## config.mk

```make
export PLATFORM = sky130hd
export DESIGN_NAME = fb_write_sequencer
export DESIGN_NICKNAME = d
export VERILOG_FILES = /design/src/rtl/fb_write_sequencer.sv
export SDC_FILE = /design/constraint.sdc
export NUM_CORES = 1
export LEC_CHECK = 0
export CORE_MARGIN = 4
export CORE_UTILIZATION = 45
export CTS_BUF_LIST = sky130_fd_sc_hd__clkbuf_8
export DETAILED_ROUTE_END_ITERATION = 16
export GPL_TIMING_DRIVEN = 0
export SLEW_MARGIN = 15
export SYNTH_ARGS = -nofsm -noshare
export SYNTH_HDL_FRONTEND = slang
export SYNTH_SLANG_ARGS = --single-unit
```

## constraint.sdc

```tcl
create_clock -name clk -period 6 [get_ports clk]
set_input_delay 1.2 -clock clk [delete_from_list [all_inputs] [get_ports clk]]
set_output_delay 1.2 -clock clk [all_outputs]
set_load 0.005 [all_outputs]
```

## src/rtl/fb_write_sequencer.sv

```systemverilog
// rtl/fb_write_sequencer.sv - frame-buffer write-port sequencer: power-on clear, full clears, brush stamps
module fb_write_sequencer #(
  parameter int DATA_WIDTH = 3,
  parameter int ADDR_WIDTH = 20,
  parameter int MEM_WIDTH  = 640,
  parameter int MEM_HEIGHT = 480
) (
  input  logic                  clk,
  input  logic                  rst,
  input  logic                  clear_req,
  input  logic [DATA_WIDTH-1:0] clear_color,
  input  logic                  stamp_req,
  input  logic [9:0]            cursor_x,
  input  logic [9:0]            cursor_y,
  input  logic [3:0]            brushSize,
  input  logic [DATA_WIDTH-1:0] stamp_color,
  output logic                  ready,
  output logic                  init_done,
  output logic                  clear_done,
  output logic                  stamp_done,
  output logic                  mem_we,
  output logic [ADDR_WIDTH-1:0] mem_write_addr,
  output logic [DATA_WIDTH-1:0] mem_write_data
);

  localparam logic [ADDR_WIDTH-1:0] TOTAL_PIX  = ADDR_WIDTH'(MEM_WIDTH * MEM_HEIGHT);
  localparam logic [ADDR_WIDTH-1:0] ROW_STRIDE = ADDR_WIDTH'(MEM_WIDTH);
  localparam logic [9:0]            W_LIM      = 10'(MEM_WIDTH);
  localparam logic [9:0]            H_LIM      = 10'(MEM_HEIGHT);
  localparam logic signed [10:0]    X_MAX      = 11'(MEM_WIDTH - 1);
  localparam logic signed [10:0]    Y_MAX      = 11'(MEM_HEIGHT - 1);

  typedef enum logic [2:0] {INIT, IDLE, CLEAR, STAMP_SETUP, STAMP_RUN} state_t;

  state_t                  state, state_d;
  logic [ADDR_WIDTH-1:0]   cnt, cnt_d;
  logic [DATA_WIDTH-1:0]   color_q, color_d;
  logic [9:0]              cx_q, cx_d, cy_q, cy_d;
  logic [3:0]              r_q, r_d;
  logic [9:0]              x0_q, x0_d, x1_q, x1_d, y1_q, y1_d;
  logic [9:0]              cur_x, cur_x_d, cur_y, cur_y_d;
  logic [ADDR_WIDTH-1:0]   row_base, row_base_d;
  logic                    last_q, last_d;
  logic                    ready_d, init_done_d, clear_done_d, stamp_done_d, we_d;
  logic [ADDR_WIDTH-1:0]   addr_d;
  logic [DATA_WIDTH-1:0]   data_d;

  logic signed [10:0]      cx_s, cy_s, r_s, x_lo, x_hi, y_lo, y_hi;
  logic [9:0]              sx0, sx1, sy0, sy1;
  logic                    s_empty;
  logic [ADDR_WIDTH-1:0]   s_base;

  logic                    in_setup;
  logic [9:0]              px, py, bx0, bx1, by1, nx, ny;
  logic [ADDR_WIDTH-1:0]   pbase, nbase, pix_addr;
  logic                    nlast;

  // Clipped stamp rectangle from the latched cursor and radius
  always_comb begin
    cx_s    = $signed({1'b0, cx_q});
    cy_s    = $signed({1'b0, cy_q});
    r_s     = $signed({7'b0, r_q});
    x_lo    = cx_s - r_s;
    x_hi    = cx_s + r_s;
    y_lo    = cy_s - r_s;
    y_hi    = cy_s + r_s;
    sx0     = x_lo[10] ? 10'd0 : x_lo[9:0];
    sy0     = y_lo[10] ? 10'd0 : y_lo[9:0];
    sx1     = (x_hi > X_MAX) ? X_MAX[9:0] : x_hi[9:0];
    sy1     = (y_hi > Y_MAX) ? Y_MAX[9:0] : y_hi[9:0];
    s_empty = (cx_q >= W_LIM) || (cy_q >= H_LIM);
    s_base  = ADDR_WIDTH'(sy0) * ROW_STRIDE;
  end

  // Current stamp pixel and its row-major successor; setup uses fresh bounds, run uses latched ones
  always_comb begin
    in_setup = (state == STAMP_SETUP);
    px       = in_setup ? sx0 : cur_x;
    py       = in_setup ? sy0 : cur_y;
    pbase    = in_setup ? s_base : row_base;
    bx0      = in_setup ? sx0 : x0_q;
    bx1      = in_setup ? sx1 : x1_q;
    by1      = in_setup ? sy1 : y1_q;
    pix_addr = pbase + ADDR_WIDTH'(px);
    nx       = px;
    ny       = py;
    nbase    = pbase;
    nlast    = 1'b0;
    if (px != bx1) begin
      nx = px + 10'd1;
    end else if (py != by1) begin
      nx    = bx0;
      ny    = py + 10'd1;
      nbase = pbase + ROW_STRIDE;
    end else begin
      nlast = 1'b1;
    end
  end

  // Next-state and registered-output values; outputs hold unless a write or pulse is issued
  always_comb begin
    state_d      = state;
    cnt_d        = cnt;
    color_d      = color_q;
    cx_d         = cx_q;
    cy_d         = cy_q;
    r_d          = r_q;
    x0_d         = x0_q;
    x1_d         = x1_q;
    y1_d         = y1_q;
    cur_x_d      = cur_x;
    cur_y_d      = cur_y;
    row_base_d   = row_base;
    last_d       = last_q;
    ready_d      = 1'b0;
    init_done_d  = init_done;
    clear_done_d = 1'b0;
    stamp_done_d = 1'b0;
    we_d         = 1'b0;
    addr_d       = mem_write_addr;
    data_d       = mem_write_data;
    case (state)
      INIT: begin
        if (cnt == TOTAL_PIX) begin
          state_d     = IDLE;
          ready_d     = 1'b1;
          init_done_d = 1'b1;
        end else begin
          we_d   = 1'b1;
          addr_d = cnt;
          data_d = '1;
          cnt_d  = cnt + 1'b1;
        end
      end
      IDLE: begin
        if (clear_req) begin
          color_d = clear_color;
          state_d = CLEAR;
          we_d    = 1'b1;
          addr_d  = '0;
          data_d  = clear_color;
          cnt_d   = ADDR_WIDTH'(1);
        end else if (stamp_req) begin
          color_d = stamp_color;
          cx_d    = cursor_x;
          cy_d    = cursor_y;
          r_d     = brushSize;
          state_d = STAMP_SETUP;
        end else begin
          ready_d = 1'b1;
        end
      end
      CLEAR: begin
        if (cnt == TOTAL_PIX) begin
          state_d      = IDLE;
          ready_d      = 1'b1;
          clear_done_d = 1'b1;
        end else begin
          we_d   = 1'b1;
          addr_d = cnt;
          data_d = color_q;
          cnt_d  = cnt + 1'b1;
        end
      end
      STAMP_SETUP: begin
        if (s_empty) begin
          state_d      = IDLE;
          ready_d      = 1'b1;
          stamp_done_d = 1'b1;
        end else begin
          state_d    = STAMP_RUN;
          x0_d       = sx0;
          x1_d       = sx1;
          y1_d       = sy1;
          we_d       = 1'b1;
          addr_d     = pix_addr;
          data_d     = color_q;
          cur_x_d    = nx;
          cur_y_d    = ny;
          row_base_d = nbase;
          last_d     = nlast;
        end
      end
      STAMP_RUN: begin
        if (last_q) begin
          state_d      = IDLE;
          ready_d      = 1'b1;
          stamp_done_d = 1'b1;
        end else begin
          we_d       = 1'b1;
          addr_d     = pix_addr;
          data_d     = color_q;
          cur_x_d    = nx;
          cur_y_d    = ny;
          row_base_d = nbase;
          last_d     = nlast;
        end
      end
      default: begin
        state_d = INIT;
        cnt_d   = '0;
      end
    endcase
  end

  // State, working registers and registered outputs; reset restarts the power-on clear
  always_ff @(posedge clk) begin
    if (rst) begin
      state          <= INIT;
      cnt            <= '0;
      color_q        <= '0;
      cx_q           <= '0;
      cy_q           <= '0;
      r_q            <= '0;
      x0_q           <= '0;
      x1_q           <= '0;
      y1_q           <= '0;
      cur_x          <= '0;
      cur_y          <= '0;
      row_base       <= '0;
      last_q         <= 1'b0;
      ready          <= 1'b0;
      init_done      <= 1'b0;
      clear_done     <= 1'b0;
      stamp_done     <= 1'b0;
      mem_we         <= 1'b0;
      mem_write_addr <= '0;
      mem_write_data <= '1;
    end else begin
      state          <= state_d;
      cnt            <= cnt_d;
      color_q        <= color_d;
      cx_q           <= cx_d;
      cy_q           <= cy_d;
      r_q            <= r_d;
      x0_q           <= x0_d;
      x1_q           <= x1_d;
      y1_q           <= y1_d;
      cur_x          <= cur_x_d;
      cur_y          <= cur_y_d;
      row_base       <= row_base_d;
      last_q         <= last_d;
      ready          <= ready_d;
      init_done      <= init_done_d;
      clear_done     <= clear_done_d;
      stamp_done     <= stamp_done_d;
      mem_we         <= we_d;
      mem_write_addr <= addr_d;
      mem_write_data <= data_d;
    end
  end

endmodule

```

# Word level (Yosys, flattened, before mapping)
# Index checks and enable logic that the tools add are counted.
# op_classes
add_sub_neg	9
multipliers	1
n_lt_le_gt_ge	4
n_eq_ne	16
n_mux	64
bitwise_logic	4
n_reduce_logical	19
# op_table
cell	count
2-to-1 mux 20 bit	11
2-to-1 mux 10 bit	17
case mux 20 bit (4 select lines)	1
case mux 20 bit (3 select lines)	1
case mux 10 bit (2 select lines)	2
case mux 20 bit (2 select lines)	1
2-to-1 mux 3 bit	12
adder 10 x 4 -> 11 bit	2
subtractor 10 x 4 -> 11 bit	2
adder 10 x 1 -> 10 bit, second input constant	2
adder 20 x 1 -> 20 bit, second input constant	1
adder 20 x 10 -> 20 bit	1
adder 20 x 10 -> 20 bit, second input constant	1
== test 20 x 19 -> 1 bit, second input constant	1
inequality test 10 bit	2
case mux 3 bit (5 select lines)	1
inequality test 2 bit, second input constant	7
multiplier 10 x 3 -> 13 bit, second input constant	1
2-to-1 mux 1 bit	13
case mux 3 bit (4 select lines)	1
AND reduction 3 bit	4
greater-than comparator 11 x 10 -> 1 bit, second input constant	1
greater-than comparator 11 bit, second input constant	1
>= comparator 10 bit, second input constant	1
other kinds (18)	30
# totals
reg_bits	149
word_cells	137

# Depth between registers and ports, before layout
# Gate-level depths: netlist (run 1).
# depth
depth_word	9
depth_mapped	23
ltp_nobuf	22

# Worst setup path after synthesis (run 1)
# OpenSTA, ideal clock, no wires.
# synth_path
path_kind	register to register
start	register r_q[1]
end	register row_base[19]
setup_time_ns	0.117
arrival_time_ns	5.172
required_ns	5.883
path_slack_ns	0.711
path_stages_with_launch	21
period_less_slack_ns	5.289
path_cell_list	dfxtp_1 -> inv_1 -> fa_1 -> and3_1 -> buf_2 -> a211oi_1 -> mux2i_1 -> inv_1 -> ha_1 -> inv_1 -> fa_1 -> nor2b_1 -> o21a_1 -> nor3_1 -> o31a_1 -> or3_1 -> nor3_1 -> nand4_1 -> a2111oi_0 -> mux2i_1 -> nand2_1
# synth_via
elab_chain_len	9
word_cells_on_any_way	24
cone_classes	add/sub: 5; mul: 1; order compare: 2; eq/ne: 2; mux: 14
# synth_lines
element	line_no	rtl
start, declared	39	logic [3:0] r_q, r_d;
start signal, assigned	235	r_q <= r_d;
subtractor 10 x 4 -> 11 bit or adder 10 x 4 -> 11 bit (tied branches)	65, 66	
2-to-1 mux 10 bit or greater-than comparator 11 x 10 -> 1 bit (tied branches)	68, 70	
multiplier 10 x 3 -> 13 bit or 2-to-1 mux 10 bit (tied branches)	72, 70	
2-to-1 mux 20 bit or 2-to-1 mux 10 bit (tied branches)	80, 83	
adder 20 x 10 -> 20 bit or inequality test 10 bit (tied branches)	94, 91	
2-to-1 mux 20 bit	91	end else if (py != by1) begin
2-to-1 mux 20 bit (*)	89	if (px != bx1) begin
2-to-1 mux 20 bit (on tied branches)	185, 166	
case mux 20 bit (2 select lines) (*)	122	case (state)
end signal, assigned	241	row_base <= row_base_d;
end, declared	42	logic [ADDR_WIDTH-1:0] row_base, row_base_d;
# Every way passes the cells marked *; elsewhere a longest branch is shown, timed or not. The select of a mux whose other input is x is not followed.
# A chain may end at the register's enable or synchronous reset.

# Worst setup path after layout (run 1)
# layout_path
start	register r_q[3]
end	register row_base[19]
# The elaborated chain is that of the path after synthesis.

==> results.ini, run 1 <==
[critical_path]
start_kind = register
crit_path_cell_trace = inv_1 > ha_1 > a211o_1 > nor4_4 > nand2b_2 > inv_1 > ha_1 > ha_1 > inv_1 > fa_1 > nor2b_1 > o21a_1 > o21a_1 > o31a_1 > or3_1 > nor3_2 > nand4_1 > a2111oi_2 > mux2i_1 > nand2_1
critPathMaxStageDelay_ns = 0.47
arrival_ns = 6.02
cp_num_buf_inv = 3
reg2regPathDepth = 20
crit_family = simple AND/OR/NAND/NOR gates
r2r_end = row_base[19]
critPathMaxFanout = 7
cp_slowest_cell = a2111oi_2
critical_path_class = register to register
r2r_start = r_q[3]
rrSetupSlack_ns = 0.34
cp.required_ns = 6.36
crit_path_end_kind = register

[power]
pwr-share-seq = 0.484
p_leak_nw = 4.31
p_sw_frac = 0.260
cellPowerDensity_nw_per_um2 = 170
comb_power_share = 0.070
power_frac_clock = 0.446
power_switching_mw = 0.535
ir_worst_vdd_v = 0.000126
p_int_mw = 1.52

[floorplan]
initial_core_util = 0.462
die_y_um = 161
die-area_um2 = 26000
dieWidth_um = 161
rows = 55
core_area_um2 = 22900
io_pins = 62

[global_routing]
grt_pass1_wl_mm = 57.0
grt_start_max_net_pins = 17
antenna_found_initial = 0
grt_pass1_vias = 10005
grtUsageTotal = 0.276
overflow = 0

[yosys]
syn_area_per_cell_um2 = 7.70
synth-async-reset-ratio = 0
synthDistinctLibCells = 89
synth-main-ff-cell = dfxtp_1
syn_area_um2 = 10600
syn_inst = 1375
synth_edf_count = 0
synth_nets = 1458
yosysWarnings = 0
synth_seq_area_share = 0.282
ys_seq_elements = 149

[hold_path]
worstHoldStart = row_base[6]
whs_path_depth = 1
hold_path_class = register to register
min_to = row_base[6]

[clock_network]
cts-buffers-inserted = 17
clkTransAtPathRegs_ns = 0.10
cts_tree = built
clock_path_buffers = 2
cts-root-buf = clkbuf_8
insertion_delay_ns = 0.48
htree_levels = 4
cts.sinks = 149

[placement]
post-place-ws_ns = -0.623
place_congestion = 0.922
dp.cells = 1748
placed_cell_area_um2 = 11600
dpl.hpwl_mm = 27.6
portBuffers = 60

[routing]
routedWlPerCell_um = 20.5
drtIter0Drc = 1160
drt_first_pass_iters = 5
drcViolationCount = 0
drt_wl_total_mm = 36.6
viasPerCell = 6.05
num_vias = 10790
drtAntennaViolNets = 0

[sta]
fmax_mhz = 177
rsz0062_at_grt = false
max_slew_margin = 0.320
post-route-period-util = 0.944
slew_violations = 0
fin_setup_tns_ns = 0
setup_violations = 0
fin_ws_ns = 0.335
skew_ns = 0.0222
hold_viol_final = 0
whs_ns = 0.459
finalCriticalPeriod_ns = 5.66
tightestPinTransition_ns = 0.995

[final_layout]
design_area_um2 = 12100
areaGrowthSynthToFinish_pct = 14.4
antenna_cells = 0
final_nets = 1540
final_cells = 1783
fill_cells = 2299
drive_gt1_frac = 0.0639

[job]
maxCapViolations = 0

[run_status]
status = completed

==> registers in the layout, indices dropped and copies added (netlist names), 4 cells and up <==
signal          flops
r_q                 4
y1_q               10
x0_q               10
cur_y              10
cnt                20
x1_q               10
cur_x              10
cx_q               10
mem_write_addr     20
row_base           20
cy_q               10
==> power by group through the flow <==
| stage | Clock (mW) | Sequential [mW] | Combinational (mW) |
|---|---|---|---|
| 6_report | 0.917 | 0.996 | 0.143 |
| 5_1_grt | 0.961 | 0.997 | 0.152 |
| 4_1_cts | 0.919 | 0.996 | 0.141 |
| 3_5_place_dp | 0 | 1.02 | 0.141 |
| 3_3_place_gp | 0 | 1.02 | 0.140 |
| 2_1_floorplan | 0 | 1.02 | 0.0786 |
==> cells by family (layout without fill, tap and decap cells) <==
family / after synthesis / after routing / synth area share
simple gates: 571 / 571 / 0.266
compound gates: 373 / 373 / 0.252
flops: 149 / 149 / 0.282
buf+inv: 137 / 232 / 0.0538
xor+xnor: 71 / 71 / 0.0605
fa+ha+maj: 49 / 49 / 0.0622
mux: 25 / 25 / 0.0239
==> layer usage <==
metal  track usage  wire length (um)
met5             0                 0
met4        0.0772               766
met3        0.0373              2610
met2         0.440             16500
met1         0.392             16700
==> placed cells by master (no fill, tap or decap), drive strengths merged, types with 8 or more instances in the layout <==
master,n
nor2,160
dfxtp,149
nand2,145
a21oi,85
clkbuf,81
clkdlybuf4s50,60
o21ai,57
inv,56
nor3,53
xnor2,45
ha,43
nand3,41
a211oi,32
buf,28
xor2,26
nand3b,24
nand4,24
mux2i,23
and2,22
a22oi,22
o211ai,20
a31oi,19
nor2b,17
nand2b,17
or3,16
a211o,14
a21o,12
nor3b,12
a311oi,10
o31ai,9
and3,8
o21a,8
a31o,8
==> cell type report <==
class | count | area, um^2 | share of cell area
multi-input cells | 1089 | 7090 | 0.586
flip-flops and latches | 149 | 2980 | 0.246
repair buffers | 63 | 623 | 0.0515
well taps | 313 | 392 | 0.0323
plain buffers | 88 | 389 | 0.0321
clock buffers | 18 | 248 | 0.0205
clock inverters | 14 | 198 | 0.0163
inverters | 49 | 184 | 0.0152
==> synthesized netlist by cell type (16+ instances only) <==
cell	number	area share
nor2_1	160	0.057
a31oi_1	17	0.010
a211oi_1	29	0.021
mux2i_1	23	0.022
o21ai_0	46	0.022
a21oi_1	85	0.040
nor2b_1	17	0.010
xor2_1	26	0.022
xnor2_1	44	0.036
dfxtp_1	149	0.28
nand3_1	40	0.019
and2_1	22	0.013
nand4_1	23	0.014
nor3_1	53	0.025
clkbuf_1	63	0.022
nand3b_1	24	0.017
inv_1	49	0.017
o211ai_1	20	0.014
a22oi_1	22	0.016
nand2b_1	17	0.010
or3_1	16	0.0095
ha_1	43	0.051
nand2_1	145	0.051
==> how the worst max path moves through the flow <==
stage / slack, ns / cells after the start / from / to
final: 0.34 / 20 / r_q[3] / row_base[19]
after global placement: -0.59 / 20 / r_q[1] / row_base[19]
after floorplan: 0.71 / 20 / r_q[1] / row_base[19]
after detailed placement: -0.62 / 20 / r_q[1] / row_base[19]
after global routing: 0.07 / 20 / r_q[1] / row_base[19]
after CTS: 0.01 / 19 / state[2] / mem_write_addr[18]
==> repair_timing <==
action,4_1_cts,5_1_grt
buffers inserted,1,2
hold endpoints to repair,0,0
pin swaps,1,1
setup endpoints to repair,8,9
resized for setup,6,10
hold buffers,0,0
==> per-stage QoR <==
stage | util | total power, mW
2_1_floorplan | - | 1.10
3_3_place_gp | 0.505 | 1.16
3_5_place_dp | 0.505 | 1.16
4_1_cts | 0.526 | 2.06
5_1_grt | 0.528 | 2.11
6_report | 0.528 | 2.06
Power figures use the tool's default switching activity.
==> inputs of run 2 (changes only) <==
--- a/config.mk
+++ b/config.mk
@@ -10,6 +10,7 @@
 export CTS_BUF_LIST = sky130_fd_sc_hd__clkbuf_8
 export DETAILED_ROUTE_END_ITERATION = 16
 export GPL_TIMING_DRIVEN = 0
+export SKIP_CTS_REPAIR_TIMING = 1
 export SLEW_MARGIN = 15
 export SYNTH_ARGS = -nofsm -noshare
 export SYNTH_HDL_FRONTEND = slang
==> results.ini, run 2 (synthesized netlist as in run 1, its figures left out) <==
[critical_path]
r2r_end = row_base[19]
arrival_ns = 6.06  ; +0.04 ns
crit_path_cell_trace = inv_1 > ha_1 > a211o_1 > nor4_4 > nand2b_1 > inv_1 > ha_1 > ha_1 > inv_1 > fa_1 > nor2b_1 > o21a_1 > o21a_1 > o31a_1 > or3_1 > nor3_2 > nand4_1 > a2111oi_2 > mux2i_1 > nand2_1
critPathMaxStageDelay_ns = 0.46  ; about the same
cp_num_buf_inv = 3  ; unchanged
cp.required_ns = 6.35  ; about the same
r2r_start = r_q[3]
critical_path_class = register to register
critPathMaxFanout = 7  ; unchanged
reg2regPathDepth = 20  ; unchanged
cp_slowest_cell = a2111oi_2
start_kind = register
crit_family = simple AND/OR/NAND/NOR gates
crit_path_end_kind = register
rrSetupSlack_ns = 0.29  ; -0.05 ns

[final_layout]
final_cells = 1783  ; unchanged
fill_cells = 2298  ; -0.043%
most-common-layout-cells = nor2_1 (160), dfxtp_1 (149), nand2_1 (145), a21oi_1 (85)
drive_gt1_frac = 0.0626  ; -0.00136
multi_input_area_um2 = 7090  ; about the same
final_nets = 1540  ; unchanged
final_common_cell = nor2_1
areaGrowthSynthToFinish_pct = 14.4  ; about the same
regArea_um2 = 2980  ; unchanged
antenna_cells = 0  ; unchanged
reg.largest.list = cnt: 20 flops, mem_write_addr: 20 flops, row_base: 20 flops

[clock_network]
insertion_delay_ns = 0.47  ; about the same
htree_levels = 4  ; unchanged
clock_path_buffers = 2  ; unchanged
cts-root-buf = clkbuf_8
cts.sinks = 149  ; unchanged
cts_tree = built
clkTransAtPathRegs_ns = 0.10  ; about the same
cts-buffers-inserted = 17  ; unchanged

[routing]
routedWlPerCell_um = 20.5  ; about the same
viasPerCell = 6.04  ; -0.13%
drtIter0Drc = 1204  ; +3.8%
drt_first_pass_iters = 5  ; unchanged
drcViolationCount = 0  ; unchanged
num_vias = 10776  ; -0.13%
drtAntennaViolNets = 0  ; unchanged
drt_wl_total_mm = 36.6  ; about the same

[floorplan]
core_area_um2 = 22900  ; unchanged
die-area_um2 = 26000  ; unchanged
dieWidth_um = 161  ; unchanged
initial_core_util = 0.462  ; unchanged
io_pins = 62  ; unchanged
rows = 55  ; unchanged
die_y_um = 161  ; unchanged

[power]
ir_worst_vdd_v = 0.000126  ; -0.57%
p_total_mw = 2.06  ; about the same
p_leak_nw = 4.31  ; about the same
cellPowerDensity_nw_per_um2 = 170  ; about the same

[sta]
max_slew_margin = 0.302  ; -0.0179
finalCriticalPeriod_ns = 5.71  ; +0.0455 ns
slew_violations = 0  ; unchanged
post-route-period-util = 0.952  ; +0.00758
fmax_mhz = 175  ; -0.80%
hold_viol_final = 0  ; unchanged
tightestPinTransition_ns = 1.02  ; +0.0261 ns
setup_violations = 0  ; unchanged
skew_ns = 0.0171  ; -0.00511 ns

[hold_path]
worstHoldStart = row_base[2]
min_to = row_base[2]
hold_path_class = register to register
whs_path_depth = 1  ; unchanged

[placement]
portBuffers = 60  ; unchanged
dpl.hpwl_mm = 27.6  ; unchanged
dp.cells = 1748  ; unchanged
place_congestion = 0.922  ; unchanged

[job]
maxCapViolations = 0  ; unchanged

[global_routing]
overflow = 0  ; unchanged
grt_pass1_wl_mm = 56.9  ; -0.21%
antenna_found_initial = 0  ; unchanged
grt_pass1_vias = 9984  ; -0.21%
grtUsageTotal = 0.275  ; -0.000376
grt_start_max_net_pins = 17  ; unchanged

[run_status]
status = completed

## run 2: layout make-up
| class | instances | share of cell area |
|---|---|---|
| multi-input cells | 1089 | 0.586 |
| well taps | 313 | 0.0323 |
| clock buffers | 18 | 0.0205 |
| plain buffers | 88 | 0.0321 |
| clock inverters | 14 | 0.0163 |
| repair buffers | 63 | 0.0515 |
| inverters | 49 | 0.0152 |
| flip-flops and latches | 149 | 0.246 |
## run 2: through the flow
stage | hold WS [ns] | utilization | setup WS (ns) | setup TNS, ns | cell area (um^2)
detailed placement | 0.435 | 0.505 | -0.623 | -1.98 | 11600
global placement | 0.433 | 0.505 | -0.591 | -2.28 | 11600
finish | 0.455 | 0.528 | 0.290 | 0 | 12100
global route | 0.477 | 0.528 | -0.0109 | -0.0109 | 12100
CTS | 0.459 | 0.525 | -0.691 | -2.43 | 12000
floorplan | 0.421 | - | 0.711 | 0 | 10600
## run 2: worst max-delay path by stage
| stage | from | depth (start not counted) | to |
|---|---|---|---|
| floorplan | r_q[1] | 20 | row_base[19] |
| global placement | r_q[1] | 20 | row_base[19] |
| detailed placement | r_q[1] | 20 | row_base[19] |
| global route | r_q[1] | 17 | row_base[19] |
| finish | r_q[3] | 20 | row_base[19] |
| CTS | r_q[1] | 20 | row_base[19] |
## run 2: routing by layer
layer | vias to the layer above | global-route usage | wire length, um
met5 | - | 0 | 0
met3 | 53 | 0.0373 | 2660
li1 | 5168 | - | -
met4 | 0 | 0.0756 | 809
met2 | 448 | 0.439 | 16500
met1 | 5107 | 0.392 | 16600
## run 2: power by group
group	internal [mW]	total, mW	switching (mW)	leakage (nW)
registers	0.992	0.996	0.00379	1.20
clock network	0.471	0.916	0.446	0.225
logic	0.0589	0.144	0.0850	2.88
